===== src/rtl/ahb_rr_arbiter4.sv =====
// Four-master AHB arbiter: round-robin grant, lock and burst holding with bounded tenure,
// RETRY/SPLIT re-arbitration. All outputs are registered and advance only when hready=1.
module ahb_rr_arbiter4 #(
    parameter int unsigned DEFAULT_MASTER = 0,
    parameter int unsigned MAX_HOLD       = 16
) (
    input  logic       hclk,
    input  logic       hresetn,
    input  logic [3:0] hbusreq,
    input  logic [3:0] hlock,
    input  logic [1:0] htrans,
    input  logic       hready,
    input  logic [1:0] hresp,
    output logic [3:0] hgrant,
    output logic [1:0] hmaster,
    output logic [1:0] hmaster_data,
    output logic       hmastlock
);

    typedef enum logic [1:0] {
        TR_IDLE   = 2'b00,
        TR_BUSY   = 2'b01,
        TR_NONSEQ = 2'b10,
        TR_SEQ    = 2'b11
    } htrans_e;

    typedef enum logic [1:0] {
        RSP_OKAY  = 2'b00,
        RSP_ERROR = 2'b01,
        RSP_RETRY = 2'b10,
        RSP_SPLIT = 2'b11
    } hresp_e;

    localparam logic [1:0] DEF_IDX    = 2'(DEFAULT_MASTER);
    localparam logic [3:0] DEF_GRANT  = 4'b0001 << DEF_IDX;
    localparam logic [7:0] HOLD_LIMIT = 8'(MAX_HOLD);

    htrans_e    trans;
    hresp_e     resp;
    logic [1:0] rr_ptr;
    logic [7:0] hold_cnt;
    logic       retry_pend;

    logic [1:0] grant_idx;
    logic [1:0] base;
    logic [3:0] req_rot;
    logic [1:0] offset;
    logic [1:0] winner;
    logic       under_limit;
    logic       hold;

    logic [3:0] hgrant_nxt;
    logic [1:0] rr_ptr_nxt;
    logic [7:0] hold_cnt_nxt;
    logic       hmastlock_nxt;

    assign trans = htrans_e'(htrans);
    assign resp  = hresp_e'(hresp);

    // Index of the current one-hot grant; this master becomes the next address-phase owner.
    always_comb begin
        grant_idx = 2'd0;
        for (int i = 0; i < 4; i++) begin
            if (hgrant[i]) grant_idx = 2'(i);
        end
    end

    assign under_limit = (hold_cnt < HOLD_LIMIT);

    // A pending RETRY/SPLIT overrides both lock and burst holding.
    assign hold = ~retry_pend &
                  ((hlock[hmaster] & hbusreq[hmaster]) |
                   (((trans == TR_SEQ) || (trans == TR_BUSY)) & under_limit));

    // Retried master gets lowest priority by searching from just past it.
    assign base = retry_pend ? hmaster_data : rr_ptr;

    // NOTE: every variable written in a combinational block gets a default first, so no latch is inferred.
    always_comb begin
        req_rot = 4'b0000;
        for (int k = 0; k < 4; k++) begin
            req_rot[k] = hbusreq[base + 2'(k + 1)];
        end
        offset = 2'd0;
        for (int k = 3; k >= 0; k--) begin
            if (req_rot[k]) offset = 2'(k);
        end
        winner = base + offset + 2'd1;
    end

    always_comb begin
        hgrant_nxt = hgrant;
        rr_ptr_nxt = rr_ptr;
        if (!hold) begin
            if (|hbusreq) begin
                hgrant_nxt = 4'b0001 << winner;
                rr_ptr_nxt = winner;
            end else begin
                hgrant_nxt = DEF_GRANT;
            end
        end

        hmastlock_nxt = hlock[grant_idx] & ~(retry_pend & (grant_idx == hmaster_data));

        hold_cnt_nxt = hold_cnt;
        if (grant_idx != hmaster) begin
            hold_cnt_nxt = 8'd0;
        end else if (((trans == TR_NONSEQ) || (trans == TR_SEQ)) && under_limit) begin
            hold_cnt_nxt = hold_cnt + 8'd1;
        end
    end

    // NOTE: sequential state uses non-blocking assignments so every flop samples pre-edge values.
    always_ff @(posedge hclk or negedge hresetn) begin
        if (!hresetn) begin
            hgrant       <= DEF_GRANT;
            hmaster      <= DEF_IDX;
            hmaster_data <= DEF_IDX;
            hmastlock    <= 1'b0;
            rr_ptr       <= DEF_IDX;
            hold_cnt     <= 8'd0;
            retry_pend   <= 1'b0;
        end else if (hready) begin
            hgrant       <= hgrant_nxt;
            hmaster      <= grant_idx;
            hmaster_data <= hmaster;
            hmastlock    <= hmastlock_nxt;
            rr_ptr       <= rr_ptr_nxt;
            hold_cnt     <= hold_cnt_nxt;
            retry_pend   <= 1'b0;
        end else if ((resp == RSP_RETRY) || (resp == RSP_SPLIT)) begin
            retry_pend   <= 1'b1;
        end
    end

endmodule


===== config.mk =====
export PLATFORM = sky130hd
export DESIGN_NAME = ahb_rr_arbiter4
export DESIGN_NICKNAME = d
export VERILOG_FILES = /design/src/rtl/ahb_rr_arbiter4.sv
export SDC_FILE = /design/constraint.sdc
export NUM_CORES = 1
export LEC_CHECK = 0
export BUFFER_PORTS_ARGS = -buffer_cell sky130_fd_sc_hd__buf_2
export CAP_MARGIN = 25
export CORE_ASPECT_RATIO = 1.5
export CORE_UTILIZATION = 54
export CTS_CLUSTER_SIZE = 25
export DETAILED_ROUTE_END_ITERATION = 8
export PLACE_DENSITY = 0.86
export SLEW_MARGIN = 10
export SYNTH_ARGS = -nofsm -noshare
export SYNTH_HDL_FRONTEND = slang
export SYNTH_SLANG_ARGS = --single-unit

===== constraint.sdc =====
create_clock -name hclk -period 2.9 [get_ports hclk]
set_clock_uncertainty 0.05 [all_clocks]
set_input_delay 0.435 -clock hclk [delete_from_list [all_inputs] [get_ports hclk]]
set_output_delay 0.435 -clock hclk [all_outputs]
set_load 0.02 [all_outputs]

==> results.md <==
- Status: completed
- Critical Path AT: around 2800 ps
- Critical path's slowest cell: dfrtp_1
- Global Route Usage Sum: between 20% and 30%
- Multi-input logic area: between 600 and 700 um2
- Crit. End Element: register
- Worst Tran Pin Value: roughly 530 ps
- Kind of critical path: register to register
- Top-Level Pins: 24
- Final wirelength: roughly 2400 um
- Yosys top cell by area: dfrtp_1
- CTS root buffer: clkbuf_4
- DRT antenna net count: 0
- Max_slew headroom: between 60% and 70%
- Grt ovf: 0
- Register clock-pin slew on the reported worst setup and hold paths: around 110 ps
- Syn avg cell area: a little over 9 um2
- Final Hold Viols: 0
- Post-synth ARST share: between 90% and 100%
- Num CTS Buffers: 3
- Most frequent cell after synthesis: dfrtp_1
- Commonest cells in the netlist: dfrtp_1, nor2_1, nand2_1
- Min cycle time layout: between 2000 and 3000 ps
- Post-route setup slack: between 300 and 400 ps
- Die span in x: 41.0 um
- Maximum vdd drop: 711 uV
- DIE AREA: around 2500 um2
- GRT met1 Usage: 23.1%
- Largest net degree at the start of global routing: 21
- Fin Hold WS: around 290 ps
- FF/Latch Area: 502 um2
- Number of diodes: 0
- Synth Warn #: 0
- Layout cells sized above 1: a little under a quarter
- Initial DRC Count: 18
- Seq/Total Area, Yosys: about two fifths
- Worst slack at placement: roughly 360 ps
- Synth Area in Adders: 3.05%
- LEAKAGE: approximately 0.63 nW
- Via density: slightly below 6
- Latest clock arrival within the worst-skew pair: ~310 ps
- Critical path's largest stage delay: between 500 and 600 ps
- DRC viols: 0
- Final setup viols: 0
- H-Tree Depth: 1
- First-pass GRT wire length: roughly 3500 um
- Port bufs: 22
- Final clock period utilization by the worst path: between 80% and 90%
- Fmax: between 0.3 and 0.4 GHz
- Die Ht: slightly above 60 um
- Top cells by area, synth: dfrtp_1, nor2_1, a21oi_1
- GRT Max-Usage Layer: met2
- Total number of vias: approximately 1000
- Initial antenna violation count: 0
- Syn nets: 150
- Clk sink count: 20
- Synth top area share: between 30% and 40%
- Primary FF master, synth: dfrtp_1
- Setup TNS: 0 ps
- RD Place Congestion: between 0.7 and 0.8
- Number of cell rows: 20
- Worst path cell trace: mux2_4 -> nand2_1 -> a21oi_1 -> o221ai_1 -> o21ai_0 -> ha_1 -> xnor2_1 -> xor2_1 -> a32o_1
- Max capacitance violation total: 0
- Delay-heaviest family, CP: XOR/XNOR gates
- Max Root-Sink Buffers: 2
- Drt pass-1 iters: 4
- # nets final: 170
- Grt met2 use: approximately two fifths
- Routed len/inst: between 10 and 15 um
- Core Box Area: about 2100 um2
- Routing usage on met3: under 10%
- Pwr Density: ~920 nW/um2
- Compound-Gate Fraction of Synth Area: 18.1%
- Mapped Cells: roughly 130
- Critical path required time: 3090 ps
- CP max FO: 6
- RSZ-0062 raised after global routing: no
- Syn-to-layout area delta: 13.1%
- Fillers: around 170
- Hpwl dp: 1840 um
- Netlist Area Pre-Place: roughly 1200 um2
- Post-synthesis register bit count: 20
- Largest family of logic cells by synthesized area: simple AND/OR/NAND/NOR gates
- Starting Density: around three fifths
- Post-layout util: about 67%
- Tightest Hold Check Type: input port to register
- Startpoint types: register
- Xor and xnor area share after synthesis: about 4.3%
- Mux contribution to synthesized area: under 10%
- Final Max Slew Viols: 0
- TritonCTS clock tree: built
- Power Total: 0.00128 W
- EDFF count, synth: 0
- Fraction of the mapped netlist area in simple logic gates: a little over a fifth
- Number of global-route vias before repair: about 870
- Yosys cell types: 45
- Post-CTS resize count: 0
- Buf+Inv Stages, Crit Path: 0
==> power breakdown <==
group / switching (W) / internal, W / leakage (nW)
registers: 0.000118 / 0.000358 / 0.256
logic: 0.000322 / 0.000259 / 0.346
clock network: 0.0000845 / 0.000140 / 0.0279
total: 0.000524 / 0.000757 / 0.629
==> layout make-up <==
cell class / instances / area share, %
Tap cell: 22 / 1.97
Clock inverter: 1 / 2.15
Inverter: 3 / 0.808
Clock buffer: 3 / 1.62
Timing Repair Buffer: 23 / 8.62
Multi-Input combinational cell: 101 / 48.8
Sequential cell: 20 / 36.0
==> sequential cells by signal, summed over array words and instances (netlist names) <==
signal and count:
rr_ptr 2, hmaster 2, hmastlock 1, hgrant 4, hmaster_data 2, hold_cnt 8, retry_pend 1
==> repair_timing <==
action	4_1_cts	5_1_grt
endpoints found under the hold margin	12	0
setup buffers	0	0
hold buffers	1	0
==> per-stage QoR <==
stage	cell area [um2]	cells
final	1390	173
after global routing	1390	173
after CTS	1390	173
after detailed placement	1330	168
after global placement	1330	168
after floorplan	1230	132
==> final timing paths <==
check | startpoint | to | slack (ps) | depth (start not counted)
worst max-delay path | retry_pend$_DFFE_PN0P_ | hgrant[2]$_DFFE_PN0P_ | 300 | 9
worst min-delay path | hresp[1] | retry_pend$_DFFE_PN0P_ | 290 | 3
worst max register to register | retry_pend$_DFFE_PN0P_ | hgrant[2]$_DFFE_PN0P_ | 300 | 9
worst min register to register | hold_cnt[7]$_DFFE_PN0P_ | hold_cnt[7]$_DFFE_PN0P_ | 450 | 1
max in group asynchronous | hresetn | hgrant[0]$_DFFE_PN1P_ | 1920 | 2
min in group asynchronous | hresetn | hold_cnt[4]$_DFFE_PN0P_ | 530 | 2
==> routing by layer <==
metal,part of all wire [%],up-vias
li1,-,512
met1,42,480
met2,53,18
met3,2.4,5
met4,2.4,0
met5,0,-
==> cell families (layout without fill, tap and decap cells) <==
| kind of cell | Yosys count | count (layout) |
|---|---|---|
| adders and majority gates | 3 | 3 |
| and+or+nand+nor | 52 | 52 |
| AOI/OAI and AO/OA | 32 | 32 |
| muxes | 8 | 8 |
| buffers and inverters | 11 | 30 |
| xor gates and xnor gates | 6 | 6 |
| DFF | 20 | 20 |
==> worst reg2reg max path: stages, from the launching register on <==
cell and delay [ps]:
dfrtp_1 570, mux2_4 370, nand2_1 70, a21oi_1 60, o221ai_1 160, o21ai_0 150, ha_1 220, xnor2_1 300
xor2_1 350, a32o_1 230
==> cell usage in the layout, fill, tap and decap left out, drive strengths merged, types with 2 or more instances in the layout <==
master	instances
nand2	12
ha	3
nor2b	4
nor2	15
xnor2	2
nor4	2
nand3b	3
dfrtp	19
a32o	2
mux2i	3
nor3	3
clkbuf	3
nand3	2
buf	22
inv	3
a21oi	11
mux2	5
xor2	4
and2	4
o41ai	2
o21ai	8
Note: power is estimated with default switching activity, not from simulation.
